File: src/rtl/lru_replacement_array_pkg.sv
// Shared definitions for the LRU replacement array: flush FSM states, default geometry
// and the reset/flush age permutation (way 0 starts as LRU).
package lru_replacement_array_pkg;

    localparam int DEF_NUM_SETS = 64;
    localparam int DEF_NUM_WAYS = 4;

    typedef enum logic {
        ST_IDLE  = 1'b0,
        ST_FLUSH = 1'b1
    } flush_state_t;

    function automatic int init_age(input int way, input int num_ways);
        return num_ways - 1 - way;
    endfunction

endpackage

File: src/rtl/lru_replacement_array_if.sv
// Touch/query/flush bundle of the LRU replacement array; master drives requests, slave answers.
// Victim is returned one cycle after a query; no backpressure, requests are dropped while busy.
interface lru_replacement_array_if
    import lru_replacement_array_pkg::*;
#(
    parameter int NUM_SETS = DEF_NUM_SETS,
    parameter int NUM_WAYS = DEF_NUM_WAYS
) ();
    localparam int SET_W = $clog2(NUM_SETS);
    localparam int WAY_W = $clog2(NUM_WAYS);

    logic                touch_en;
    logic [SET_W-1:0]    touch_set;
    logic [WAY_W-1:0]    touch_way;
    logic                query_en;
    logic [SET_W-1:0]    query_set;
    logic [NUM_WAYS-1:0] query_valid;
    logic                victim_valid;
    logic [WAY_W-1:0]    victim_way;
    logic                flush_req;
    logic                busy;
    logic                flush_done;

    modport master (
        output touch_en, touch_set, touch_way, query_en, query_set, query_valid, flush_req,
        input  victim_valid, victim_way, busy, flush_done
    );

    modport slave (
        input  touch_en, touch_set, touch_way, query_en, query_set, query_valid, flush_req,
        output victim_valid, victim_way, busy, flush_done
    );
endinterface

File: src/rtl/lru_set_ages.sv
// One set of true-LRU ages: touch update at the next edge, combinational victim from post-touch ages.
// No backpressure; init_en overrides any touch in the same cycle.
module lru_set_ages
    import lru_replacement_array_pkg::*;
#(
    parameter  int NUM_WAYS = DEF_NUM_WAYS,
    localparam int WAY_W    = $clog2(NUM_WAYS)
) (
    input  logic                clk,
    input  logic                rst,
    input  logic                init_en,
    input  logic                touch_en,
    input  logic [WAY_W-1:0]    touch_way,
    input  logic [NUM_WAYS-1:0] query_valid,
    output logic [WAY_W-1:0]    victim_way
);

    logic [WAY_W-1:0] age_q [NUM_WAYS];
    logic [WAY_W-1:0] age_d [NUM_WAYS];

    // Ways younger than the touched one age by one; touching the MRU way is a no-op.
    always_comb begin
        for (int w = 0; w < NUM_WAYS; w++) begin
            age_d[w] = age_q[w];
            if (touch_en) begin
                if (WAY_W'(w) == touch_way)
                    age_d[w] = '0;
                else if (age_q[w] < age_q[touch_way])
                    age_d[w] = age_q[w] + WAY_W'(1);
            end
        end
    end

    // Lowest invalid way wins over the LRU way; ages are taken after this cycle's touch.
    always_comb begin
        victim_way = '0;
        for (int w = 0; w < NUM_WAYS; w++)
            if (age_d[w] == WAY_W'(NUM_WAYS - 1))
                victim_way = WAY_W'(w);
        for (int w = NUM_WAYS - 1; w >= 0; w--)
            if (!query_valid[w])
                victim_way = WAY_W'(w);
    end

    always_ff @(posedge clk or negedge rst) begin
        if (!rst) begin
            for (int w = 0; w < NUM_WAYS; w++)
                age_q[w] <= WAY_W'(init_age(w, NUM_WAYS));
        end else if (init_en) begin
            for (int w = 0; w < NUM_WAYS; w++)
                age_q[w] <= WAY_W'(init_age(w, NUM_WAYS));
        end else begin
            for (int w = 0; w < NUM_WAYS; w++)
                age_q[w] <= age_d[w];
        end
    end

endmodule

File: src/rtl/lru_replacement_array.sv
// Per-set true-LRU replacement state with victim query (1-cycle registered) and set-by-set flush.
// No backpressure: touch/query are dropped while busy or when coincident with flush_req.
module lru_replacement_array
    import lru_replacement_array_pkg::*;
#(
    parameter  int NUM_SETS = DEF_NUM_SETS,
    parameter  int NUM_WAYS = DEF_NUM_WAYS,
    localparam int SET_W    = $clog2(NUM_SETS),
    localparam int WAY_W    = $clog2(NUM_WAYS)
) (
    input  logic                  clk,
    input  logic                  rst,
    lru_replacement_array_if.slave bus
);

    localparam logic [SET_W-1:0] LAST_SET = SET_W'(NUM_SETS - 1);
    localparam logic [SET_W-1:0] PRE_LAST = SET_W'(NUM_SETS - 2);

    flush_state_t     state_q;
    logic [SET_W-1:0] flush_cnt_q;
    logic             busy_q;
    logic             flush_done_q;
    logic             victim_valid_q;
    logic [WAY_W-1:0] victim_way_q;
    logic             accept;
    logic [WAY_W-1:0] set_victim [NUM_SETS];

    assign accept = (state_q == ST_IDLE) && !bus.flush_req;

    for (genvar s = 0; s < NUM_SETS; s++) begin : g_set
        lru_set_ages #(.NUM_WAYS(NUM_WAYS)) u_set (
            .clk         (clk),
            .rst         (rst),
            .init_en     ((state_q == ST_FLUSH) && (flush_cnt_q == SET_W'(s))),
            .touch_en    (accept && bus.touch_en && (bus.touch_set == SET_W'(s))),
            .touch_way   (bus.touch_way),
            .query_valid (bus.query_valid),
            .victim_way  (set_victim[s])
        );
    end

    // flush_done is armed one cycle early so it lines up with the write of the last set.
    always_ff @(posedge clk or negedge rst) begin
        if (!rst) begin
            state_q        <= ST_IDLE;
            flush_cnt_q    <= '0;
            busy_q         <= 1'b0;
            flush_done_q   <= 1'b0;
            victim_valid_q <= 1'b0;
            victim_way_q   <= '0;
        end else begin
            victim_valid_q <= accept && bus.query_en;
            if (accept && bus.query_en)
                victim_way_q <= set_victim[bus.query_set];
            flush_done_q <= 1'b0;
            case (state_q)
                ST_IDLE: begin
                    if (bus.flush_req) begin
                        state_q     <= ST_FLUSH;
                        flush_cnt_q <= '0;
                        busy_q      <= 1'b1;
                    end
                end
                ST_FLUSH: begin
                    flush_cnt_q <= flush_cnt_q + SET_W'(1);
                    if (flush_cnt_q == PRE_LAST)
                        flush_done_q <= 1'b1;
                    if (flush_cnt_q == LAST_SET) begin
                        state_q <= ST_IDLE;
                        busy_q  <= 1'b0;
                    end
                end
                default: state_q <= ST_IDLE;
            endcase
        end
    end

    assign bus.busy         = busy_q;
    assign bus.flush_done   = flush_done_q;
    assign bus.victim_valid = victim_valid_q;
    assign bus.victim_way   = victim_way_q;

endmodule

File: src/flat_wrapper.sv
// flat-port wrapper written by rule: the top's interface ports become plain ports
module lru_replacement_array_flat import lru_replacement_array_pkg::*;
#(
    parameter  int NUM_SETS = DEF_NUM_SETS,
    parameter  int NUM_WAYS = DEF_NUM_WAYS,
    localparam int SET_W    = $clog2(NUM_SETS),
    localparam int WAY_W    = $clog2(NUM_WAYS)
)
  (clk, rst, bus_touch_en, bus_touch_set, bus_touch_way, bus_query_en, bus_query_set, bus_query_valid, bus_flush_req, bus_victim_valid, bus_victim_way, bus_busy, bus_flush_done);
  lru_replacement_array_if #(.NUM_SETS(NUM_SETS), .NUM_WAYS(NUM_WAYS)) bus_i ();
  input  logic clk;
  input  logic rst;
  input wire logic [$bits(bus_i.touch_en)-1:0] bus_touch_en;
  input wire logic [$bits(bus_i.touch_set)-1:0] bus_touch_set;
  input wire logic [$bits(bus_i.touch_way)-1:0] bus_touch_way;
  input wire logic [$bits(bus_i.query_en)-1:0] bus_query_en;
  input wire logic [$bits(bus_i.query_set)-1:0] bus_query_set;
  input wire logic [$bits(bus_i.query_valid)-1:0] bus_query_valid;
  input wire logic [$bits(bus_i.flush_req)-1:0] bus_flush_req;
  output wire logic [$bits(bus_i.victim_valid)-1:0] bus_victim_valid;
  output wire logic [$bits(bus_i.victim_way)-1:0] bus_victim_way;
  output wire logic [$bits(bus_i.busy)-1:0] bus_busy;
  output wire logic [$bits(bus_i.flush_done)-1:0] bus_flush_done;
  assign bus_i.touch_en = bus_touch_en;
  assign bus_i.touch_set = bus_touch_set;
  assign bus_i.touch_way = bus_touch_way;
  assign bus_i.query_en = bus_query_en;
  assign bus_i.query_set = bus_query_set;
  assign bus_i.query_valid = bus_query_valid;
  assign bus_i.flush_req = bus_flush_req;
  assign bus_victim_valid = bus_i.victim_valid;
  assign bus_victim_way = bus_i.victim_way;
  assign bus_busy = bus_i.busy;
  assign bus_flush_done = bus_i.flush_done;
  lru_replacement_array #(.NUM_SETS(NUM_SETS), .NUM_WAYS(NUM_WAYS)) u_core (.clk(clk), .rst(rst), .bus(bus_i));
endmodule
File: config.mk
export PLATFORM = sky130hd
export DESIGN_NAME = lru_replacement_array_flat
export DESIGN_NICKNAME = d
export VERILOG_FILES = /design/src/rtl/lru_replacement_array_pkg.sv /design/src/rtl/lru_replacement_array_if.sv /design/src/rtl/lru_set_ages.sv /design/src/rtl/lru_replacement_array.sv /design/src/flat_wrapper.sv
export SDC_FILE = /design/constraint.sdc
export NUM_CORES = 2
export LEC_CHECK = 0
export BUFFER_PORTS_ARGS = -buffer_cell sky130_fd_sc_hd__buf_2
export CAP_MARGIN = 15
export CORE_ASPECT_RATIO = 0.5
export CORE_MARGIN = 4
export CORE_UTILIZATION = 50
export DETAILED_ROUTE_END_ITERATION = 8
export PLACE_DENSITY = 0.65
export SYNTH_ARGS = -nofsm -noshare
export SYNTH_HDL_FRONTEND = slang
export SYNTH_HIERARCHICAL = 1
export SYNTH_SLANG_ARGS = --single-unit
File: constraint.sdc
create_clock -name clk -period 10.9 [get_ports clk]
set_input_delay 2.18 -clock clk [delete_from_list [all_inputs] [get_ports clk]]
set_output_delay 2.18 -clock clk [all_outputs]
set_load 0.02 [all_outputs]
Word level (Yosys, flattened, before mapping)
Cells that the tools add are included.

storage, ports and cells
  register bits after elaboration = 524
  word-level logic and storage cells = 2916
  input port bits = 23
  output and inout bits = 5

operators by class
  equality and inequality tests = 323
  reductions and logical operators = 328
  bitwise logic cells = 3
  add/sub/neg operators = 257
  multiplexer cells = 1485
  order comparisons = 258

operators by type and width
  kind                                           number
  2-to-1 mux 2 bit                               1282
  adder 2 x 1 -> 2 bit, second input constant    256
  < comparator 2 bit                             256
  2-to-1 mux 8 bit                               64
  == test 2 bit, second input constant           192
  == test 6 bit, second input constant           64
  binary-select mux 2 bit (select 2 bit)         64
  == test 6 x 5 -> 1 bit, second input constant  32
  nonzero test 3 bit                             64
  logical AND 1 bit                              131
  AND reduction 2 bit                            65
  nonzero test 2 bit                             64
  == test 6 x 4 -> 1 bit, second input constant  16
  2-to-1 mux 1 bit                               70
  == test 6 x 3 -> 1 bit, second input constant  8
  == test 6 x 2 -> 1 bit, second input constant  4
  binary-select mux 2 bit (select 6 bit)         1
  == test 6 x 1 -> 1 bit, second input constant  2
  logical NOT 6 bit                              2
  case mux 6 bit (2 select lines)                1
  >= comparator 7 bit, second input constant     1
  inverter 6 -> 7 bit                            1
  adder 6 x 1 -> 6 bit, second input constant    1
  2-to-1 mux 6 bit                               1
  9 further kinds                                12

Depth between registers and ports, before layout
  word-level depth = 19
  mapped depth = 17
  depth with buffers taken out = 14

By module
Netlist, hierarchy kept.

modules (own cells, without submodules)
  module                                     cells each  sequential area each (sq um)  times used  area an instance (sq um)
  lru_set_ages (u_core.g_set[29].u_set ...)  79          205.2                         39          733.2
  lru_set_ages (u_core.g_set[0].u_set ...)   79          205.2                         21          754.5
  lru_replacement_array                      335         300.3                         1           2371.0
  lru_set_ages (u_core.g_set[7].u_set ...)   78          205.2                         3           719.4
  lru_set_ages (u_core.g_set[6].u_set)       76          205.2                         1           705.7

Worst setup path after synthesis
OpenSTA, ideal clock, no wires.

  kind = input-to-reg
  from = input bus_flush_req
  to = register u_core.victim_way_q[1], in the netlist u_core/bus.victim_way[1]
  arrival = 5.539 ns
  setup time = 0.133 ns
  buffers on the path = 2
  stages = 15
  required time = 10.767 ns
  setup slack = 5.228 ns
  path through = nor2_1 > nand2_1 > or3_1 > clkbuf_1 > clkbuf_1 > nor2_1 > or4bb_1 > o2111ai_1 > a21oi_1 > o211a_1 > mux4_2 > mux4_2 > mux2_2 > o22ai_1 > nor2_1

RTL lines
  what                    line                         text
  start: declaration      flat_wrapper.sv:19           input wire logic [$bits(bus_i.flush_req)-1:0] bus_flush_req;
  end signal: assignment  lru_replacement_array.sv:54  victim_way_q <= set_victim[bus.query_set];
  end: declaration        lru_replacement_array.sv:24  logic [WAY_W-1:0] victim_way_q;

==> results.cfg <==
[sta]
timing.hold.ws_ps = 542
fmax_mhz = 146
skew_ps = 14.8
timing.final.hold_violations = 0
maxSlewViolCount = 0
fin_crit_ps = 6830
max_slew_margin_pct = 29.5
post-route-period-util_pct = 62.6
fin_setup_tns_ps = 0
worstMarginPinSlew_ps = 1050
finalSetupViolCount = 0
rsz0062_at_grt = false

[yosys]
synth_seq_area_share_pct = 27.0
synth-edff-count = 0
synth_area_um2 = 49700
yosysWarnings = 6
synth_compound_area_share_pct = 21.2
syn_inst = 5385
syn_area_per_cell_um2 = 9.22
synthAdderAreaFrac_pct = 6.55
synth_top_family_by_area = simple AND/OR/NAND/NOR gates
synthXorXnorAreaFrac_pct = 0.0353
synthTopCellsByCount = nor2_1 (582), nor3b_1 (338), inv_1 (281), dfrtp_1 (268), ha_1 (260)
yosysMostFrequentCell = nor2_1
synth_simple_gate_area_share_pct = 28.6
synth_area_leaders = dfstp_2 (14%), dfrtp_1 (14%), ha_1 (6.5%)
syn_nets = 5668
synth-async-reset-ratio_pct = 100
synth.area.mux_share_pct = 11.0
ys_seq_elements = 524
netlist.top_cell.by_area = dfstp_2
yosysTopAreaCellShare_pct = 13.5
synthFlopType = dfrtp_1
ys_types = 69

[clock_network]
cts_buffers = 57
cts.clk_slew.worst_paths_ps = 60
cts_tree = built
postCtsHoldBufs = 0
clockBufferDepth = 3
clock_sinks = 524
post_cts_resized = 0
cts_root_buffer = clkbuf_16
post_cts_buffers = 0
clk_latency_ps = 650
ctsHtreeMaxLevel = 2

[cells_and_area]
nets = 5531
area_growth_pct = 5.01
multiInputGateArea_um2 = 33400
stdcell_count = 6629
drive_gt1_share_pct = 13.0
regArea_um2 = 13400
utilization_pct = 53.2
fillers = 8833

[floorplanning]
rows = 81
io_pins = 28
core_area_um2 = 98100
fp.dieW_um = 454
die_y_um = 231
start_util_pct = 50.6
dieArea_um2 = 105000

[critical_path]
critical-path-slowest-cell = a2111oi_0
crit_arrival_ps = 7330
worstSetupStartpointType = primary input
critPathMaxStageDelay_ps = 720
required_ps = 11400
cp_max_fo = 123
path_class = primary input to register
path_cells = buf_8, buf_12, mux4_1, inv_1, ha_1, or4bb_1, o2111ai_1, nor2_1, o311a_1, mux4_2, a22oi_1, nand3_1, a2111oi_0, nor2_1
end_kind = register
cp_common_cell = nor2_1

[global_routing]
grt_pass1_wl_um = 226000
grt_pass1_vias = 42832
overflow = 0
grt.total_usage_pct = 25.7
antenna_found_initial = 8
grt_max_degree = 153

[placement]
placed_cells = 6517
hpwl_um = 93100
io_buffers = 27
routabilityCongestion = 0.875

[pwr]
p_int_uw = 5040
clkPwrFrac_pct = 26.8
power.leakage_uw = 0.0210
switching_share_pct = 36.7
combinationalPowerShare_pct = 35.8
seqPwrFrac_pct = 37.4
p_per_area_nw_per_um2 = 153
irDropWorstVdd_mv = 0.111
p_sw_uw = 2920

[route]
num_vias = 43958
first_pass_iters = 6
drc_errors = 0
wl_per_cell_um = 21.0
routed_wl_um = 139000
vias_per_cell = 6.63
ant_nets = 0
drt_iter0_drc = 3852

[outcome]
status = finished, final reports clean

[job]
cap_violations = 0

[hold_path]
hold_path_class = register to register
==> kinds of logic (layout without fill, tap and decap cells) <==
logic type / after synthesis / count (layout)
adder cells (fa/ha/maj): 260 / 260
AND/OR/NAND/NOR: 2354 / 2354
flip-flops: 524 / 524
XOR/XNOR: 2 / 2
AO/OA/AOI/OAI: 1389 / 1389
buffers and inverters: 541 / 451
multiplexers: 315 / 315
other: 0 / 6
==> cell type report <==
type | instances | area share (%)
antenna | 6 | 0.0288
multi-input combinational | 4320 | 64.1
clock inverter | 18 | 0.528
sequential | 524 | 25.8
inverter | 284 | 2.04
clock buffer | 88 | 3.27
tap | 1328 | 3.19
timing repair buffer | 61 | 1.08
==> cells in the final DEF, fill, tap and decap left out, types with 111 or more instances in the layout <==
cell type / netlist / routed
nor2_1: 582 / 582
nor3b_1: 338 / 338
inv_1: 281 / 281
dfrtp_1: 268 / 268
ha_1: 260 / 260
o21ai_0: 258 / 258
dfstp_2: 256 / 256
nand2b_1: 240 / 240
a21oi_1: 218 / 218
nor2b_1: 214 / 214
o31ai_1: 172 / 172
nand2_1: 163 / 162
a221o_1: 148 / 148
nor4b_1: 145 / 145
nand3_1: 129 / 129
nor3_1: 111 / 111
==> path summary, 6_finish.rpt <==
kind / end / slack (ps) / cells after the start / from
hold / removal: u_core/bus.victim_way[0]$_DFFE_PN0P_ / 540 / 2 / u_core/bus.victim_way[0]$_DFFE_PN0P_
hold reg to reg: u_core/bus.victim_way[0]$_DFFE_PN0P_ / 540 / 2 / u_core/bus.victim_way[0]$_DFFE_PN0P_
max in group asynchronous: u_core/g_set[19].u_set/age_q[0]$_DFF_PN0_ / 7250 / 3 / rst
min in group asynchronous: u_core/g_set[56].u_set/age_q[3]$_DFF_PN0_ / 1570 / 1 / rst
setup reg to reg: u_core/bus.victim_way[1]$_DFFE_PN0P_ / 5490 / 14 / u_core/state_q$_DFF_PN0_
setup / recovery: u_core/bus.victim_way[1]$_DFFE_PN0P_ / 4070 / 14 / bus_touch_way[0]
==> power groups by stage <==
stage / logic (uW) / clock network, uW / registers [uW]
final: 2850 / 2130 / 2980
after CTS: 2820 / 2190 / 2960
after detailed placement: 2810 / 0 / 2980
after floorplan: 2160 / 0 / 2820
after global routing: 3160 / 2270 / 3030
after global placement: 2680 / 0 / 2970
==> worst max-delay path, delay by kind of cell <==
family | cells | cell delay, ps
AO/OA/AOI/OAI | 4 | 1420
multiplexers | 2 | 1120
buffers and inverters | 3 | 1230
AND/OR/NAND/NOR | 4 | 870
adder cells (fa/ha/maj) | 1 | 290
==> metrics by stage <==
step,setup WS [ps],power [uW],cell area (um^2)
after floorplan,5230,4980,49700
after CTS,4180,7970,52200
after global placement,3490,5650,50200
final,4070,7960,52200
after global routing,3810,8460,52200
after detailed placement,3500,5790,50200
==> per-layer routing <==
metal / track usage, % / routed length, um / up-vias
met5: 0 / 12 / -
met4: 8.26 / 3690 / 2
met3: 3.38 / 8520 / 250
met2: 41.1 / 62600 / 1422
met1: 36.1 / 64300 / 21822
li1: - / - / 20462
==> registers in the layout, summed over array words and instances, names as in the netlist <==
signal and flops:
u_core/bus.flush_done 1, u_core/state_q 1, u_core/g_set.u_set/age_q 512, u_core/bus.victim_way 2
u_core/bus.busy 1, u_core/flush_cnt_q 6, u_core/bus.victim_valid 1
(Power assumes the default switching activity.)
